<file path="src/rtl/sum3d_pkg.sv">
// sum3d_pkg: shared tensor geometry and loader state encoding for the sum3d feeder.
package sum3d_pkg;
  localparam int ELEM_W      = 8;
  localparam int DIM0        = 2;
  localparam int DIM1        = 3;
  localparam int DIM2        = 2;
  localparam int N_ELEM      = DIM0 * DIM1 * DIM2;
  localparam int FRAME_BEATS = 2 * N_ELEM;
  typedef enum logic [1:0] {LOAD, DRAIN, PRESENT} state_t;
endpackage

</file>
<file path="src/rtl/sum3d_elem_buf.sv">
// sum3d_elem_buf: N_ELEM x ELEM_W register file, indexed byte write, flattened read bus.
module sum3d_elem_buf #(
  parameter int ELEM_W = 8,
  parameter int N_ELEM = 12
) (
  input  logic                        clk,
  input  logic                        rst,
  input  logic                        we_i,
  input  logic [$clog2(N_ELEM)-1:0]   idx_i,
  input  logic [ELEM_W-1:0]           wdata_i,
  output logic [N_ELEM*ELEM_W-1:0]    data_o
);
  logic [N_ELEM-1:0][ELEM_W-1:0] mem_q;
  always_ff @(posedge clk) begin
    if (rst) mem_q <= '0;
    else if (we_i) mem_q[idx_i] <= wdata_i;
  end
  assign data_o = mem_q;
endmodule

</file>
<file path="src/rtl/sum3d_loader.sv">
// sum3d_loader: assembles byte beats into a/b tensor frames and hands them to sum3d.
module sum3d_loader #(
  parameter int ELEM_W = sum3d_pkg::ELEM_W,
  parameter int N_ELEM = sum3d_pkg::N_ELEM,
  parameter int FCNT_W = 16
) (
  input  logic                      clk,
  input  logic                      rst,
  input  logic [ELEM_W-1:0]         in_data,
  input  logic                      in_valid,
  input  logic                      in_last,
  output logic                      in_ready,
  output logic [N_ELEM*ELEM_W-1:0]  out_a,
  output logic [N_ELEM*ELEM_W-1:0]  out_b,
  output logic                      out_valid,
  input  logic                      out_ready,
  output logic                      err,
  output logic [FCNT_W-1:0]         frame_cnt
);
  import sum3d_pkg::*;
  localparam int BEATS = 2 * N_ELEM;
  localparam int CW    = $clog2(BEATS);
  localparam int IW    = $clog2(N_ELEM);
  state_t            state_q;
  logic [CW-1:0]     cnt_q;
  logic              rdy_q, vld_q, err_q;
  logic [FCNT_W-1:0] fcnt_q;
  logic              xfer, last_beat, in_a, we_a, we_b;
  logic [IW-1:0]     idx_a, idx_b;
  assign xfer      = in_valid && rdy_q;
  assign last_beat = cnt_q == CW'(BEATS - 1);
  assign in_a      = cnt_q < CW'(N_ELEM);
  assign we_a      = xfer && state_q == LOAD && in_a;
  assign we_b      = xfer && state_q == LOAD && !in_a;
  assign idx_a     = cnt_q[IW-1:0];
  assign idx_b     = IW'(cnt_q - CW'(N_ELEM));
  // A mismatch between in_last and the 24th beat is a framing error in either direction.
  always_ff @(posedge clk) begin
    if (rst) begin
      state_q <= LOAD;
      cnt_q   <= '0;
      rdy_q   <= 1'b0;
      vld_q   <= 1'b0;
      err_q   <= 1'b0;
      fcnt_q  <= '0;
    end else begin
      err_q <= 1'b0;
      case (state_q)
        LOAD: begin
          rdy_q <= 1'b1;
          if (xfer) begin
            cnt_q <= (in_last || last_beat) ? '0 : cnt_q + 1'b1;
            err_q <= in_last != last_beat;
            if (last_beat) begin
              state_q <= in_last ? PRESENT : DRAIN;
              vld_q   <= in_last;
              rdy_q   <= !in_last;
            end
          end
        end
        DRAIN: if (xfer && in_last) state_q <= LOAD;
        PRESENT: if (out_ready) begin
          state_q <= LOAD;
          vld_q   <= 1'b0;
          rdy_q   <= 1'b1;
          fcnt_q  <= fcnt_q + 1'b1;
        end
        default: state_q <= LOAD;
      endcase
    end
  end
  sum3d_elem_buf #(.ELEM_W(ELEM_W), .N_ELEM(N_ELEM)) u_buf_a (
    .clk(clk), .rst(rst), .we_i(we_a), .idx_i(idx_a), .wdata_i(in_data), .data_o(out_a)
  );
  sum3d_elem_buf #(.ELEM_W(ELEM_W), .N_ELEM(N_ELEM)) u_buf_b (
    .clk(clk), .rst(rst), .we_i(we_b), .idx_i(idx_b), .wdata_i(in_data), .data_o(out_b)
  );
  assign in_ready  = rdy_q;
  assign out_valid = vld_q;
  assign err       = err_q;
  assign frame_cnt = fcnt_q;
endmodule

</file>
<file path="config.mk">
export PLATFORM = sky130hd
export DESIGN_NAME = sum3d_loader
export DESIGN_NICKNAME = d
export VERILOG_FILES = /design/src/rtl/sum3d_pkg.sv /design/src/rtl/sum3d_elem_buf.sv /design/src/rtl/sum3d_loader.sv
export SDC_FILE = /design/constraint.sdc
export NUM_CORES = 1
export LEC_CHECK = 0
export CORE_AREA = 2 2 134 136
export CTS_BUF_LIST = sky130_fd_sc_hd__clkbuf_4
export DETAILED_ROUTE_END_ITERATION = 8
export DIE_AREA = 0 0 136 138
export HOLD_SLACK_MARGIN = 0.06
export PLACE_DENSITY_LB_ADDON = 0.1
export SYNTH_ARGS = -nofsm -noshare
export SYNTH_HDL_FRONTEND = slang
export SYNTH_SLANG_ARGS = --single-unit
</file>
<file path="constraint.sdc">
create_clock -name clk -period 2.09 [get_ports clk]
set_clock_uncertainty 0.2 [all_clocks]
set_input_delay 0.418 -clock clk [delete_from_list [all_inputs] [get_ports clk]]
set_output_delay 0.418 -clock clk [all_outputs]
set_load 0.02 [all_outputs]
</file>
==> results of run 1 <==
-- power by group through the flow --
stage	clock [W]	combinational [W]	sequential (W)
6_report	0.00355	0.000370	0.00417
5_1_grt	0.00387	0.000396	0.00417
4_1_cts	0.00366	0.000373	0.00417
3_5_place_dp	0	0.000377	0.00427
3_3_place_gp	0	0.000377	0.00427
2_1_floorplan	0	0.000182	0.00428
-- Yosys cell counts, types with 2 or more instances --
| library cell | count |
|---|---|
| a21oi_1 | 10 |
| a31o_2 | 3 |
| a31oi_1 | 3 |
| and4b_1 | 2 |
| buf_2 | 7 |
| buf_4 | 3 |
| buf_6 | 3 |
| buf_8 | 2 |
| clkbuf_1 | 37 |
| dfxtp_1 | 218 |
| ha_1 | 6 |
| inv_1 | 10 |
| mux2i_1 | 193 |
| nand2_1 | 7 |
| nand2b_1 | 3 |
| nand3_1 | 8 |
| nand3_4 | 24 |
| nand4_1 | 4 |
| nor2_1 | 213 |
| nor2b_1 | 2 |
| nor3_1 | 5 |
| nor3b_4 | 3 |
| nor4_1 | 3 |
| or3_1 | 3 |
| xnor2_1 | 8 |
| xor2_1 | 3 |
-- cell type report --
| class | instances | share of cell area, % |
|---|---|---|
| flip-flops and latches | 218 | 37.39 |
| multi-input cells | 521 | 33.06 |
| repair buffers | 268 | 20.96 |
| clock buffers | 83 | 5.337 |
| well taps | 229 | 2.454 |
| clock inverters | 7 | 0.4501 |
| inverters | 10 | 0.3215 |
| diodes | 1 | 0.02143 |
-- stage by stage --
| stage | hold WS (ns) | util [%] | setup WS (ns) |
|---|---|---|---|
| after floorplan | 0.2769 | - | 0.1968 |
| after global placement | 0.2734 | 64.21 | -0.2790 |
| after detailed placement | 0.2822 | 64.21 | -0.2978 |
| after CTS | 0.2568 | 66.67 | 0.001054 |
| after global routing | 0.2857 | 66.58 | 0.0002284 |
| final | 0.2883 | 66.58 | 0.07432 |
-- routing by layer --
layer / vias up / track usage, % / share of wire, % / wire [µm]
li1: 3273 / - / - / -
met5: - / 0 / 0 / 0
met2: 202 / 37.79 / 47 / 10340
met1: 3159 / 29.15 / 43 / 9506
met3: 29 / 9.901 / 9.2 / 2053
met4: 0 / 6.469 / 1.4 / 314
-- sequential cells by signal, summed over array words and instances, names as in the netlist --
signal and count:
u_buf_a.data_o 96, state_q 2, out_valid 1, err 1, in_ready 1, cnt_q 5, u_buf_b.data_o 96, frame_cnt 16
-- repair_timing --
item,in CTS,in global routing
hold buffers,1,0
setup endpoints to repair,211,13
endpoints found under the hold margin,34,0
gates resized for setup,218,15
-- tightest hold or removal path, cell delays in order, from the launching register on --
cell     delay, ns
dfxtp_1       0.32
mux2i_1       0.07
nor2_1        0.07
-- kinds of logic after synthesis --
logic type / count (synthesis) / share of synthesized area [%]
xor gates and xnor gates: 11 / 1.127
adders and majority gates: 6 / 0.8785
DFF: 218 / 51.07
AOI/OAI and AO/OA: 23 / 1.743
and+or+nand+nor: 287 / 18.65
buffers and inverters: 65 / 3.792
muxes: 194 / 22.74
-- worst max path at each step --
stage                 startpoint                 end  depth (start not counted)
finish              frame_cnt[9]        frame_cnt[9]                          1
global route        frame_cnt[9]        frame_cnt[9]                          1
CTS                 frame_cnt[6]        frame_cnt[6]                          1
detailed placement      in_valid  u_buf_b.data_o[95]                          7
global placement        in_valid  u_buf_b.data_o[92]                          7
floorplan           frame_cnt[4]       frame_cnt[15]                          4
==> flow_summary.yaml, run 1 <==
timing:
  clock.fmax_mhz: 496.1
  hold_viol: 0
  finalCriticalPeriod_ns: 2.016
  drv_slew: 0
  slew_headroom_pct: 66.84
  setup_viol: 0
  rsz0062_at_grt: "no"
  tightest_slew_ns: 0.4968
  setup_tns_ns: 0
  period_share_pct: 96.44
setup_path:
  r2r-start: "cnt_q[4]"
  path_delay_family: "flip-flops"
  path_class: "reg2out"
  critical_path.cell_chain: "dlygate4sd2_1"
  cp_max_fo: 4
  critPathArrivalTime_ns: 1.40
  worst-path-buf-inv: 1
  regToRegSetupSlack_ns: 0.16
  r2r-end: "u_buf_b.data_o[92]"
  r2r_cells: 5
  cpMaxStageDelayCell: "dfxtp_1"
  critical_path.max_stage_delay_ns: 0.39
  end_kind: "output port"
  cp-start-kind: "flip-flop"
  cp.required_ns: 1.47
worst_hold_path:
  worstHoldEndpoint: "u_buf_b.data_o[56]"
  hp-class: "reg2reg"
  min_from: "u_buf_b.data_o[56]"
  holdPathStages: 2
power_and_ir_drop:
  seqPwrFrac_pct: 51.6
  power.total_w: 0.008092
  power.density_mw_per_mm2: 693.1
  clock_power_share_pct: 43.8
  p_switching_w: 0.001887
  intPower_w: 0.006205
  ir_drop_mv: 0.4506
  swShare_pct: 23.32
  combPwrFrac_pct: 4.6
  power.leakage_nw: 6.699
logic_synthesis:
  ys_seq_area_share_pct: 51.07
  synth_area_leaders: "dfxtp_1 (51%), mux2i_1 (23%), nor2_1 (9.4%)"
  yosysTopAreaCellShare_pct: 51.07
  ys.warnings.count: 0
  async_flop_share_pct: 0
  synth_edf_count: 0
  syn_area_mm2: 0.008546
  netlist_instances: 804
  synth_flop_cell: "dfxtp_1"
  synth_top_area_cell: "dfxtp_1"
  syn_avg_cell_area_um2: 10.63
  synthesis.nets: 823
  ys_seq_elements: 218
  synth_cell_types: 47
clock_tree:
  clock-sinks: 218
  postCtsSetupBuffers: 0
  insertion_delay_ns: 0.65
  cts_buffers: 56
  clkTransAtPathRegs_ns: 0.06
  clock_path_buffers: 3
  cts_tree: "built"
  cts_root_buffer: "clkbuf_4"
  htree_levels: 2
final_layout:
  final_common_cell: "dfxtp_1"
  multiInputGateArea_mm2: 0.003860
  nNetsFinal: 1094
  drive_above_1_share_pct: 15.63
  area_delta_synth_final_pct: 36.62
  final_cells: 1337
  layout_common_cells: "dfxtp_1 (217), nor2_1 (213), dlygate4sd2_1 (198)"
  seq_area_mm2: 0.004365
  fin_area_mm2: 0.01167
  fillerInstances: 1515
die:
  row_count: 49
  dieHeight_um: 138
  die_w_um: 136
  dieArea_mm2: 0.01877
  fp.coreArea_mm2: 0.01753
  initial_utilization_pct: 48.74
  io_pins: 224
global_routing:
  grt_pass1_wl_mm: 35.31
  grt_usage_pct: 23.60
  grt_remaining_overflow: 0
  antenna_found_initial: 1
  grt_max_degree: 57
  grt_pass1_vias: 6441
routing:
  drt_iter0_drc: 203
  wl_per_cell_um: 16.61
  drc: 0
  via_per_inst: 4.984
  ant_nets: 0
  first_pass_iters: 5
  wl_mm: 22.21
  vias: 6663
placed_design:
  gp_congestion: 0.7718
  place_area_mm2: 0.01126
  port_buffers: 223
  dp_cells: 1245
  dpl.hpwl_mm: 14.26
status:
  status: "complete, no violations"
run:
  max-cap-violations: 0
Note: power is estimated with default switching activity, not from simulation.
==> inputs of run 2 (changes only) <==
HOLD_SLACK_MARGIN = 0.1   (was 0.06)
==> results of run 2 <==
No change in the layout: final DEF, timing and power equal those of run 1.
==> inputs of run 3 (changes only) <==
CORE_AREA = 5 5 137 139   (was 2 2 134 136)
DIE_AREA = 0 0 142 144   (was 0 0 136 138)
==> flow_summary.yaml, run 3 (synthesized netlist as in run 1, its figures left out) <==
setup_path:
  critical_path.cell_chain: "dlygate4sd2_1"
  worst-path-buf-inv: 1
  r2r-start: "cnt_q[0]"
  cpMaxStageDelayCell: "dlygate4sd2_1"
  cp_max_fo: 2
  end_kind: "output port"
  r2r_cells: 7
  critical_path.max_stage_delay_ns: 0.39
  cp-start-kind: "flip-flop"
  path_delay_family: "buffers and inverters"
  critPathArrivalTime_ns: 1.40
  r2r-end: "cnt_q[4]"
  regToRegSetupSlack_ns: 0.14
  path_class: "reg2out"
  cp.required_ns: 1.47
final_layout:
  drive_above_1_share_pct: 15.19
  seq_area_mm2: 0.004364
  layout_common_cells: "dfxtp_1 (218), nor2_1 (213), dlygate4sd2_1 (200)"
  final_common_cell: "dfxtp_1"
  multiInputGateArea_mm2: 0.003857
  area_delta_synth_final_pct: 36.74
  nNetsFinal: 1092
  fillerInstances: 1527
power_and_ir_drop:
  ir_drop_mv: 0.5640
  power.density_mw_per_mm2: 694.0
  power.total_w: 0.008110
  power.leakage_nw: 6.709
die:
  io_pins: 224
  dieArea_mm2: 0.02045
  initial_utilization_pct: 48.74
  fp.coreArea_mm2: 0.01753
  dieHeight_um: 144
  die_w_um: 142
  row_count: 49
global_routing:
  grt_usage_pct: 21.73
  grt_pass1_vias: 6657
  antenna_found_initial: 1
  grt_max_degree: 62
  grt_pass1_wl_mm: 35.62
  grt_remaining_overflow: 0
routing:
  wl_per_cell_um: 16.91
  drc: 0
  vias: 6678
  drt_iter0_drc: 248
  first_pass_iters: 4
  via_per_inst: 4.999
  ant_nets: 0
  wl_mm: 22.59
timing:
  setup_viol: 0
  clock.fmax_mhz: 495.7
  hold_slack_ns: 0.2865
  slew_headroom_pct: 67.57
  finalCriticalPeriod_ns: 2.017
  setup_tns_ns: 0
  layout_setup_ws_ns: 0.07281
  tightest_slew_ns: 0.4860
  drv_slew: 0
  rsz0062_at_grt: "no"
  hold_viol: 0
  period_share_pct: 96.52
clock_tree:
  clock_path_buffers: 3
  cts_root_buffer: "clkbuf_4"
  insertion_delay_ns: 0.66
  postCtsSetupBuffers: 0
  cts_buffers: 56
  cts_tree: "built"
  clkTransAtPathRegs_ns: 0.06
  clock-sinks: 218
  htree_levels: 2
worst_hold_path:
  holdPathStages: 2
  worstHoldEndpoint: "u_buf_a.data_o[72]"
  hp-class: "reg2reg"
  min_from: "u_buf_a.data_o[72]"
placed_design:
  port_buffers: 223
  gp_congestion: 0.7415
  pre_cts_slack_ns: -0.2704
  dpl.hpwl_mm: 14.99
run:
  max-cap-violations: 0
status:
  status: "complete, no violations"
-- run 3: per-layer routing --
metal | GRT usage (%) | vias to the layer above | wire length, µm
li1 | - | 3274 | -
met1 | 27.15 | 3185 | 9739
met2 | 34.66 | 195 | 10430
met3 | 9.127 | 24 | 2113
met4 | 6.111 | 0 | 314
met5 | 0 | - | 0
-- run 3: how the worst max path moves through the flow --
stage                        from                 end  slack, ns  depth (start not counted)
2_1_floorplan        frame_cnt[4]       frame_cnt[15]       0.20                          4
3_3_place_gp             in_valid  u_buf_a.data_o[30]      -0.25                          7
3_5_place_dp             in_valid  u_buf_a.data_o[30]      -0.27                          7
4_1_cts              frame_cnt[4]        frame_cnt[4]      0.003                          1
5_1_grt              frame_cnt[8]        frame_cnt[8]    0.00008                          1
6_report       u_buf_b.data_o[71]           out_b[71]       0.07                          1
-- run 3: worst min-delay path, cell delays in order (launching register included) --
cell	delay (ns)
dfxtp_1	0.32
mux2i_1	0.06
nor2_1	0.07
-- run 3: area by class of cell --
cell class,count,area share [%]
Clock buffer,85,5.461
Inverter,10,0.3212
Multi-Input combinational cell,521,33.01
Clock inverter,6,0.4711
Sequential cell,218,37.35
Tap cell,229,2.452
Timing Repair Buffer,266,20.91
Antenna cell,1,0.02142
-- run 3: report_power, final --
| part | total [W] | switching, W | internal [W] |
|---|---|---|---|
| combinational | 0.000370 | 0.000238 | 0.000131 |
| sequential | 0.00417 | 0.00000755 | 0.00417 |
| clock | 0.00357 | 0.00162 | 0.00195 |
-- run 3: what timing repair did --
item                                   CTS  global route
endpoints found under the hold margin   32             0
hold buffers                             1             0
setup endpoints to repair              211            10
gates resized for setup                215            10
-- run 3: stage by stage --
step           std cells  util (%)  cell area [µm²]
2_1_floorplan        804         -             8546
3_3_place_gp        1243     64.13            11240
3_5_place_dp        1243     64.13            11240
4_1_cts             1335     66.66            11690
5_1_grt             1336     66.64            11690
6_report            1336     66.64            11690
